File: config.mk
export PLATFORM = sky130hd
export DESIGN_NAME = pe_feeder
export DESIGN_NICKNAME = d
export VERILOG_FILES = /design/src/rtl/systolic_pkg.sv /design/src/rtl/pe_feeder.sv
export SDC_FILE = /design/constraint.sdc
export NUM_CORES = 1
export LEC_CHECK = 0
export BUFFER_PORTS_ARGS = -buffer_cell sky130_fd_sc_hd__buf_2
export CORE_MARGIN = 10
export CORE_UTILIZATION = 50
export CTS_CLUSTER_DIAMETER = 80
export DETAILED_ROUTE_END_ITERATION = 10
export PLACE_DENSITY = 0.81
export SYNTH_ARGS = -nofsm -noshare
export SYNTH_HDL_FRONTEND = slang
export SYNTH_SLANG_ARGS = --single-unit
File: constraint.sdc
create_clock -name clk -period 3.8 [get_ports clk]
set_input_delay 0.76 -clock clk [delete_from_list [all_inputs] [get_ports clk]]
set_output_delay 0.76 -clock clk [all_outputs]
set_load 0.01 [all_outputs]
File: src/rtl/systolic_pkg.sv
// Shared definitions for the systolic PE feeder: widths, init length and FSM encoding.
package systolic_pkg;
  localparam int DATA_W   = 16;
  localparam int CNT_W    = 8;
  localparam int PAIR_W   = 16;
  localparam int INIT_LEN = 2;
  localparam int INIT_W   = (INIT_LEN > 1) ? $clog2(INIT_LEN) : 1;

  typedef enum logic [2:0] {
    IDLE   = 3'd0,
    INIT   = 3'd1,
    ARM    = 3'd2,
    STREAM = 3'd3,
    DRAIN  = 3'd4,
    DONE   = 3'd5
  } state_t;

  // Total operand pairs for one command; evaluated once when a command is latched.
  function automatic logic [PAIR_W-1:0] pair_count(input logic [CNT_W-1:0] len,
                                                   input logic [CNT_W-1:0] jobs);
    return PAIR_W'(len) * PAIR_W'(jobs);
  endfunction
endpackage

File: src/rtl/pe_feeder.sv
// Feeds an operand-pair stream into a PE's A/B FIFOs for cfg_jobs dot products of
// cfg_len MACs each, then waits for every result strobe before signalling done.
module pe_feeder
  import systolic_pkg::*;
(
  input  logic                     clk,
  input  logic                     rst,
  input  logic [CNT_W-1:0]         cfg_len,
  input  logic [CNT_W-1:0]         cfg_jobs,
  input  logic                     cmd_start,
  input  logic                     cmd_abort,
  output logic                     busy,
  output logic                     done,
  output logic                     err,
  input  logic                     src_valid,
  output logic                     src_ready,
  input  logic signed [DATA_W-1:0] src_a,
  input  logic signed [DATA_W-1:0] src_b,
  output logic signed [DATA_W-1:0] a_in,
  output logic signed [DATA_W-1:0] b_in,
  output logic                     awe,
  output logic                     bwe,
  output logic                     ais,
  output logic                     bis,
  output logic                     start,
  output logic [CNT_W-1:0]         max_cntr,
  input  logic                     aff,
  input  logic                     bff,
  input  logic                     se,
  input  logic                     sat,
  output logic                     sat_seen
);

  state_t              state_q, state_d;
  logic [CNT_W-1:0]    len_q, jobs_q;
  logic [PAIR_W-1:0]   pairs_left;
  logic [CNT_W-1:0]    results_seen, results_nxt;
  logic [INIT_W-1:0]   init_cnt;
  logic                aborting;

  logic cfg_bad, accept, active, abort, xfer, se_cnt, init_last, run_st, show_max;

  assign cfg_bad     = (cfg_len == '0) | (cfg_jobs == '0);
  assign accept      = (state_q == IDLE) & cmd_start & ~cfg_bad;
  assign active      = (state_q == INIT) | (state_q == ARM) | (state_q == STREAM) | (state_q == DRAIN);
  assign abort       = cmd_abort & active;
  assign run_st      = (state_q == STREAM) | (state_q == DRAIN);
  assign src_ready   = (state_q == STREAM) & ~aff & ~bff & (pairs_left != '0);
  // Abort wins over a same-cycle handshake so nothing lands in a FIFO being cleared.
  assign xfer        = src_valid & src_ready & ~cmd_abort;
  assign se_cnt      = se & run_st;
  assign results_nxt = results_seen + CNT_W'(se_cnt);
  assign init_last   = (init_cnt == INIT_W'(INIT_LEN - 1));
  assign show_max    = (state_q == ARM) | run_st | (state_q == DONE) | ((state_q == INIT) & aborting);

  assign awe  = xfer;
  assign bwe  = xfer;
  assign a_in = xfer ? src_a : '0;
  assign b_in = xfer ? src_b : '0;

  always_comb begin
    state_d  = state_q;
    busy     = (state_q != IDLE);
    done     = 1'b0;
    ais      = 1'b0;
    bis      = 1'b0;
    start    = 1'b0;
    max_cntr = show_max ? (len_q - CNT_W'(1)) : '0;
    unique case (state_q)
      IDLE: if (accept) state_d = INIT;
      INIT: begin
        ais = 1'b1;
        bis = 1'b1;
        if (init_last) state_d = aborting ? IDLE : ARM;
      end
      ARM: begin
        start   = 1'b1;
        state_d = STREAM;
      end
      STREAM: if (xfer && pairs_left == PAIR_W'(1)) state_d = DRAIN;
      DRAIN:  if (results_nxt == jobs_q) state_d = DONE;
      DONE: begin
        done    = 1'b1;
        state_d = IDLE;
      end
      default: state_d = IDLE;
    endcase
    if (abort) state_d = INIT;
  end

  always_ff @(posedge clk or posedge rst) begin
    if (rst) begin
      state_q      <= IDLE;
      len_q        <= '0;
      jobs_q       <= '0;
      pairs_left   <= '0;
      results_seen <= '0;
      init_cnt     <= '0;
      aborting     <= 1'b0;
      sat_seen     <= 1'b0;
      err          <= 1'b0;
    end else begin
      state_q <= state_d;
      err     <= (state_q == IDLE) & cmd_start & cfg_bad;

      if (accept) begin
        len_q        <= cfg_len;
        jobs_q       <= cfg_jobs;
        pairs_left   <= pair_count(cfg_len, cfg_jobs);
        results_seen <= '0;
        sat_seen     <= 1'b0;
        aborting     <= 1'b0;
      end else begin
        if (xfer)         pairs_left   <= pairs_left - PAIR_W'(1);
        if (se_cnt)       results_seen <= results_nxt;
        if (sat && run_st) sat_seen    <= 1'b1;
      end

      if (abort) begin
        aborting   <= 1'b1;
        pairs_left <= '0;
      end

      // Restart the clear window on every entry, including an abort landing mid-INIT.
      if (state_d == INIT && (state_q != INIT || abort))
        init_cnt <= '0;
      else if (state_q == INIT)
        init_cnt <= init_cnt + INIT_W'(1);
    end
  end

endmodule

**After elaboration in Yosys (flattened, before gate mapping)**

Cells that the tools add are included.

- Register bits after elaboration: 47
- Latch bits: 0
- Memory bits (writable): 0
- Bits in read-only memories: 0
- Input port bits: 57
- Output and inout port bits: 50
- Word-level logic and storage cells: 84
- Memories: 0

- Add/subtract/negate cells: 4
- Multiply operators: 1
- Div/mod/pow operators: 0
- Order comparisons: 0
- Equality and inequality tests: 9
- Shift-type cells: 0
- Muxes and demuxes: 24
- Bitwise operators: 23
- Reductions and logical operators: 14

Operators by type and width:

| kind | number |
|---|---|
| $mux W16 | 5 |
| $mux W8 | 3 |
| $eq A16 B1 Y1 const B | 1 |
| $logic_not A8 Y1 | 2 |
| $mul A8 B8 Y16 | 1 |
| $reduce_bool A16 Y1 | 1 |
| $sub A16 B1 Y16 const B | 1 |
| $mux W3 | 5 |
| $pmux W3 S5 | 1 |
| $and A1 B1 Y1 | 11 |
| $mux W1 | 9 |
| $add A8 B1 Y8 | 1 |
| $eq A8 B8 Y1 | 1 |
| $or A1 B1 Y1 | 8 |
| $reduce_bool A2 Y1 | 4 |
| $sub A8 B1 Y8 const B | 1 |
| $eq A3 B1 Y1 const B | 2 |
| $eq A3 B2 Y1 const B | 2 |
| $eq A3 B3 Y1 const B | 2 |
| $reduce_bool A3 Y1 | 2 |
| $not A1 Y1 | 4 |
| $logic_and A1 B1 Y1 | 3 |
| $logic_not A3 Y1 | 1 |
| $ne A3 B1 Y1 const B | 1 |
| 3 further kinds | 3 |

**Longest topological paths before layout**

Gate-level depths: netlist of the first run.

- Word-level depth: 13
- Mapped depth: 17

**Worst setup path before layout of the first run**

No wires, ideal clock.

- Kind: input to register
- Start: input port cfg_jobs[7]
- End: register pairs_left[13]
- Data arrival time: 4.555 ns
- Required time: 3.673 ns
- Path slack: -0.882 ns
- Cell stages on the path: 16
- Buffers on the path: 1
- Cells stage by stage: clkbuf_1 -> nand2_1 -> fa_1 -> fa_1 -> inv_1 -> fa_1 -> inv_1 -> fa_1 -> inv_1 -> ha_1 -> o21ai_0 -> o21ai_0 -> a2111oi_0 -> nor3_1 -> xnor2_1 -> mux2i_1

- Longest elaborated chain between the ends: 6
- Elaborated cells between the ends (all ways): 8
- Those cells by class: mul: 1; mux: 2; bitwise: 3; reduce/logical: 2

Ends and longest elaborated chain:

| what | line | RTL |
|---|---|---|
| start: declaration | pe_feeder.sv:9 | `input logic [CNT_W-1:0] cfg_jobs,` |
| branches (longest 6 deep; another with $mul A8 B8 Y16) | n/a |  |
| end signal: assignment | pe_feeder.sv:109 | `pairs_left <= pair_count(cfg_len, cfg_jobs);` |
| end signal: assignment | pe_feeder.sv:114 | `if (xfer) pairs_left <= pairs_left - PAIR_W'(1);` |
| end: declaration | pe_feeder.sv:36 | `logic [PAIR_W-1:0] pairs_left;` |

Several ways; the timed one is not identified.
A chain may end at the register's enable or synchronous reset.

**Worst setup path after layout of the first run**

Ends and elaborated chain as after synthesis.

==> run metrics, run 1 <==
slew at the pin closest to its max-slew limit=725 ps; routed wire length per instance=16.2 um; required time reported for the critical path endpoint=3980 ps; Netlist Area Pre-Place=0.00514 mm^2; GRT Resource Usage Total=18.6%; leading cell type in the layout, fill and taps excluded=buf_2; start point of the worst min-delay path=len_q[7]; post-route core utilization=67.3%; sequential cell fraction of total power=22.6%; Routed WL=14.4 mm; via count of the first global-routing pass=4892; final critical-path required period=4060 ps; global-route wire length before repair=23.0 mm; setup slack after layout=-265 ps; failing checks=setup timing; Filler Cells Inserted=784; number of synthesized flops with an enable pin=0; largest voltage drop on the vdd net=0.330 mV; final cell count without fillers=889; clk_lat worst skew=300 ps; Final #Nets=890; cell depth of the worst flop-to-flop path=10; buffers added on ports=106; top_reg_cell synth=dfrtp_1; TritonCTS buffer count=5; largest area contributor in the netlist=dfrtp_1; worst hold path cell count=2; layout overhead on the synthesized area=29.8%; Worst R2R Setup Slack=380 ps; count of inserted antenna diode cells=0; Total Die Area=0.0147 mm^2; Power per Cell Area=565 mW/mm^2; post-detailed-route count of antenna-violating nets=0; detailed-routing iteration count for the pre-antenna-repair pass=5; Clock Root Buffer=clkbuf_8; worst slack after detailed placement=-704 ps; worst-path fanout max=5; floorplan die height=121 um; Mapped Cells=612; Synth Area per Inst=8.39 um^2; worst hold slack=511 ps; final max-slew violation count=0; fraction of post-synthesis cell area in the top cell type by area=22.9%; final estimated routing congestion in global placement=0.934; outcome=complete, but fails checks; max-cap violations=0; Bufs on Longest Clock Path=2; peak clock frequency supported by timing=0.246 GHz; post-synthesis cell type count=58; Max transition margin=50.4%; category of the most critical setup path=input port to flip-flop; core area=0.00991 mm^2; clk slew on worst S/H paths=80 ps; largest cells by area after synthesis=dfrtp_1, fa_1, and2_1, ha_1, nand2_1; post-route fraction of the period consumed by the critical path=107%; Syn Nets=746; path class of the lowest-slack min-delay path=flip-flop to flip-flop; r2r endpoint=init_cnt; number of setup violations in the final report=7; critical path arrival=4250 ps; setup repair after global routing missed its margin=yes; via count=4783; launching point of the worst reg2reg path=state_q[2]; H-tree Lvls=2; overflow left after global routing=0; end point of the most critical hold path=len_q[7]; DIE WIDTH=121 um; switching part of the total=45.3%; share of flip-flops with an asynchronous set or reset after synthesis=100%; internal portion of total power=2.06 mW; Setup Skew=2.17 ps; number of design-rule violations left by the first detailed-router iteration=339; number of warnings reported in the yosys synthesis log=0; count of unresolved DRC violations after routing=0; CP endpoint kind=flip-flop; initial cell density of the core=51.8%; number of failing hold endpoints at the final stage=0; number of placed cells counting well taps=876; number of top-level pins=107; via density per instance=5.38; most frequent cells in the layout=buf_2, and2_1, nand2_1, buf_4, inv_1; Power Total=3.77 mW; share of power burned in combinational logic=67.9%; fraction of the yosys area taken by sequential cells=22.9%; count of hold-fix buffers inserted at cts=0; P_leak=3.36 nW; clock share of power=9.5%; post-synthesis register bit count=47; Std-Cell Rows=36; layout cells sized above 1=31.9%; initial antenna violation count=0; CP startpoint kind=input port; Net Switching=1.71 mW; Clock Sinks=47; clock tree from TritonCTS=done; maximum number of pins on one net before global-route repair=48; half-perimeter wire length after placement=11.0 mm
==> stage by stage <==
step | TNS [ps] | instance area [um^2]
4_1_cts | -1450 | 6530
6_report | -1460 | 6670
3_3_place_gp | -4310 | 6220
2_1_floorplan | -1990 | 5300
5_1_grt | -2480 | 6670
3_5_place_dp | -5000 | 6220
==> power by group through the flow <==
stage          Clock (mW)  Combinational, mW  Sequential [mW]
2_1_floorplan           0               1.54            0.807
3_3_place_gp            0               2.08            0.841
3_5_place_dp            0               2.16            0.853
4_1_cts             0.357               2.37            0.843
5_1_grt             0.384               2.81            0.873
6_report            0.358               2.56            0.852
==> registers in the layout, summed over array words and instances, names as in the netlist <==
name,flops
results_seen,8
state_q,3
init_cnt,1
len_q,8
aborting,1
pairs_left,16
sat_seen,1
err,1
jobs_q,8
==> layer usage <==
metal  up-vias  global-route usage [%]  wire, um
met5         -                       0         0
met4         0                    5.74       320
met3        28                    2.05       651
met2       139                    34.6      7780
met1      2317                    21.7      5660
li1       2299                       -         -
==> kinds of logic (layout without fill, tap and decap cells) <==
group	Yosys count	in the layout	share of synthesized area, %
fa+ha+maj	77	77	24.0
compound gates	83	83	10.3
xor+xnor	38	38	6.48
mux	7	7	1.36
buf+inv	85	229	6.50
simple gates	275	275	28.4
flops	47	47	22.9
==> synth_stat cells (all sizes together), types with 3 or more instances <==
| cell | instances |
|---|---|
| and2 | 85 |
| nand2 | 78 |
| inv | 60 |
| nor2 | 48 |
| dfrtp | 47 |
| ha | 41 |
| fa | 36 |
| o21ai | 27 |
| xnor2 | 23 |
| a21oi | 20 |
| clkbuf | 17 |
| xor2 | 15 |
| nor4 | 11 |
| nor3 | 10 |
| nand3 | 9 |
| buf | 8 |
| a31oi | 7 |
| mux2i | 7 |
| nand4 | 6 |
| or3 | 6 |
| a21o | 5 |
| nand2b | 5 |
| nand3b | 4 |
| or4 | 4 |
| a211o | 3 |
| a211oi | 3 |
| o21bai | 3 |
==> area by class of cell <==
class                           count  area (um^2)  area share [%]
Clock inverter                      1         30.0           0.450
Timing Repair Buffer              162         1080            16.2
Tap cell                          133          166            2.49
Sequential cell                    47         1180            17.6
Inverter                           60          225            3.38
Clock buffer                        6         72.6            1.09
Multi-Input combinational cell    480         3920            58.8
==> worst max path at each step <==
| stage | to | start | depth (start not counted) |
|---|---|---|---|
| after detailed placement | pairs_left[13] | cfg_len[3] | 15 |
| final | pairs_left[13] | cfg_jobs[7] | 15 |
| after global routing | pairs_left[13] | cfg_jobs[7] | 15 |
| after CTS | pairs_left[13] | cfg_len[1] | 15 |
| after global placement | pairs_left[13] | cfg_len[3] | 15 |
| after floorplan | pairs_left[13] | cfg_jobs[5] | 15 |
==> critical path, stage by stage <==
cell and delay, ps:
buf_8 100, and2_4 150, fa_1 570, fa_1 440, fa_1 490, inv_1 50
fa_1 490, inv_2 50, ha_4 210, o21ai_2 140, a21oi_2 80, a2111oi_2 350
nor3_1 100, xnor2_1 180, mux2i_1 90
==> what timing repair did <==
item	in CTS	in global routing
pin swaps	31	29
endpoints found under the setup margin	8	9
endpoints found under the hold margin	0	0
buffers inserted	3	4
gates resized for setup	49	32
gates cloned	0	0
No activity file was read; power rests on OpenSTA's default activity.
==> run 2: changes to the inputs <==
--- a/config.mk
+++ b/config.mk
@@ -6,10 +6,12 @@
 export NUM_CORES = 1
 export LEC_CHECK = 0
 export BUFFER_PORTS_ARGS = -buffer_cell sky130_fd_sc_hd__buf_2
+export CORE_ASPECT_RATIO = 1.75
 export CORE_MARGIN = 10
 export CORE_UTILIZATION = 50
 export CTS_CLUSTER_DIAMETER = 80
 export DETAILED_ROUTE_END_ITERATION = 10
+export HOLD_SLACK_MARGIN = 0.03
 export PLACE_DENSITY = 0.81
 export SYNTH_ARGS = -nofsm -noshare
 export SYNTH_HDL_FRONTEND = slang
==> run metrics, run 2 (synthesized netlist as in run 1, its figures left out) <==
count of inserted antenna diode cells=0; worst-path fanout max=9; TritonCTS buffer count=5; slew at the pin closest to its max-slew limit=793 ps; setup repair after global routing missed its margin=yes; clock tree from TritonCTS=done; worst slack after detailed placement=-700 ps; initial cell density of the core=51.5%; P_leak=3.38 nW; Largest register FFs=16; setup slack after layout=-293 ps; path class of the lowest-slack min-delay path=flip-flop to flip-flop; post-route core utilization=67.7%; core area=0.00997 mm^2; post-route fraction of the period consumed by the critical path=108%; number of setup violations in the final report=7; clk slew on worst S/H paths=70 ps; layout cells sized above 1=32.6%; most frequent cells in the layout=buf_2, nand2_1, and2_1, inv_1, buf_4; H-tree Lvls=2; post-detailed-route count of antenna-violating nets=0; via count=4822; peak clock frequency supported by timing=0.244 GHz; CP startpoint kind=input port; number of placed cells counting well taps=868; clk_lat worst skew=290 ps; area taken by flip-flops and latches=0.00118 mm^2; Power Total=4.00 mW; number of gates on the worst path with buffers counted=15; CP endpoint kind=flip-flop; initial antenna violation count=0; Total Die Area=0.0149 mm^2; crit-path leading delay family=adder cells; required time reported for the critical path endpoint=3980 ps; count of hold-fix buffers inserted at cts=0; Filler Cells Inserted=756; via density per instance=5.49; Final #Nets=887; max-cap violations=0; cell depth of the worst flop-to-flop path=11; half-perimeter wire length after placement=11.7 mm; Setup Skew=5.00 ps; failing checks=setup timing; Max transition margin=45.8%; Routed WL=15.3 mm; maximum number of pins on one net before global-route repair=48; floorplan die height=154 um; number of design-rule violations left by the first detailed-router iteration=392; buffers added on ports=106; GRT Resource Usage Total=19.1%; series of cell instances along the critical path=buf_12 > and2_4 > fa_1 > fa_1 > fa_1 > inv_1 > fa_1 > inv_2 > ha_4 > nor3_4 > o21ai_2 > a2111oi_2 > nor3_1 > xnor2_1 > mux2i_1; largest incremental delay on the critical path=560 ps; critical path arrival=4270 ps; via count of the first global-routing pass=5161; Std-Cell Rows=48; Clock Root Buffer=clkbuf_16; area of the multi-input gates=0.00397 mm^2; final cell count without fillers=879; detailed-routing iteration count for the pre-antenna-repair pass=5; global-route wire length before repair=24.1 mm; number of top-level pins=107; outcome=complete, but fails checks; DIE WIDTH=96.6 um; category of the most critical setup path=input port to flip-flop; final max-slew violation count=0; number of failing hold endpoints at the final stage=0; overflow left after global routing=0; routed wire length per instance=17.4 um; final estimated routing congestion in global placement=0.996; Power per Cell Area=592 mW/mm^2; Bufs on Longest Clock Path=2; cell mode on critical path=fa_1; layout overhead on the synthesized area=31.5%; final critical-path required period=4090 ps; count of unresolved DRC violations after routing=0; worst hold path cell count=2; largest voltage drop on the vdd net=0.444 mV; register with the most flip-flops=pairs_left; Clock Sinks=47; leading cell type in the layout, fill and taps excluded=buf_2; CP bufs+invs=3; Critical Path Slowest Stage Cell=fa_1
-- run 2: power breakdown --
part	total, mW	internal (mW)	leakage (nW)	switching (mW)
combinational	2.64	1.25	2.68	1.38
sequential	0.847	0.668	0.610	0.179
clock	0.515	0.314	0.0844	0.201
total	4.00	2.23	3.38	1.76
-- run 2: path summary, 6_finish.rpt --
kind / start / to / slack [ps]
setup / recovery: cfg_len[5] / pairs_left[13] / -290
hold / removal: sat_seen / sat_seen / 490
setup reg to reg: state_q[2] / init_cnt / 210
hold reg to reg: sat_seen / sat_seen / 490
max in group asynchronous: rst / pairs_left[5] / 2790
min in group asynchronous: rst / state_q[2] / 620
-- run 2: cell type report --
cell class	instances	share of cell area [%]
clock inverters	3	0.704
repair buffers	159	15.6
inverters	60	3.33
clock buffers	5	1.85
well taps	125	2.32
multi-input cells	480	58.7
flip-flops and latches	47	17.4
-- run 2: worst register-to-register path, stage by stage (launching register included) --
cell and delay (ps):
dfrtp_1 480, nand3b_2 330, a21bo_2 250, and2_1 160, ha_1 200, nand3_2 160, or3_1 410, a211o_1 300
a2111oi_0 740, buf_4 220, or3_4 120, a41oi_2 90
-- run 2: timing repair --
item                                    4_1_cts  5_1_grt
pin swaps                                    25       33
buffers inserted                              2        1
endpoints found under the setup margin        9        9
gates resized for setup                      59       28
-- run 2: metrics by stage --
step	hold slack, ps	TNS (ps)	instance area, um^2
final	494	-1550	6750
after detailed placement	486	-5040	6210
after CTS	503	-1170	6620
after floorplan	455	-1990	5300
after global routing	542	-2600	6750
after global placement	479	-4340	6210
-- run 2: layer usage --
layer | wire, um | global-route usage, % | part of all wire [%]
met1 | 5220 | 18.3 | 34
met2 | 8680 | 37.3 | 57
met3 | 584 | 2.38 | 3.8
met4 | 806 | 11.3 | 5.3
met5 | 0 | 0 | 0
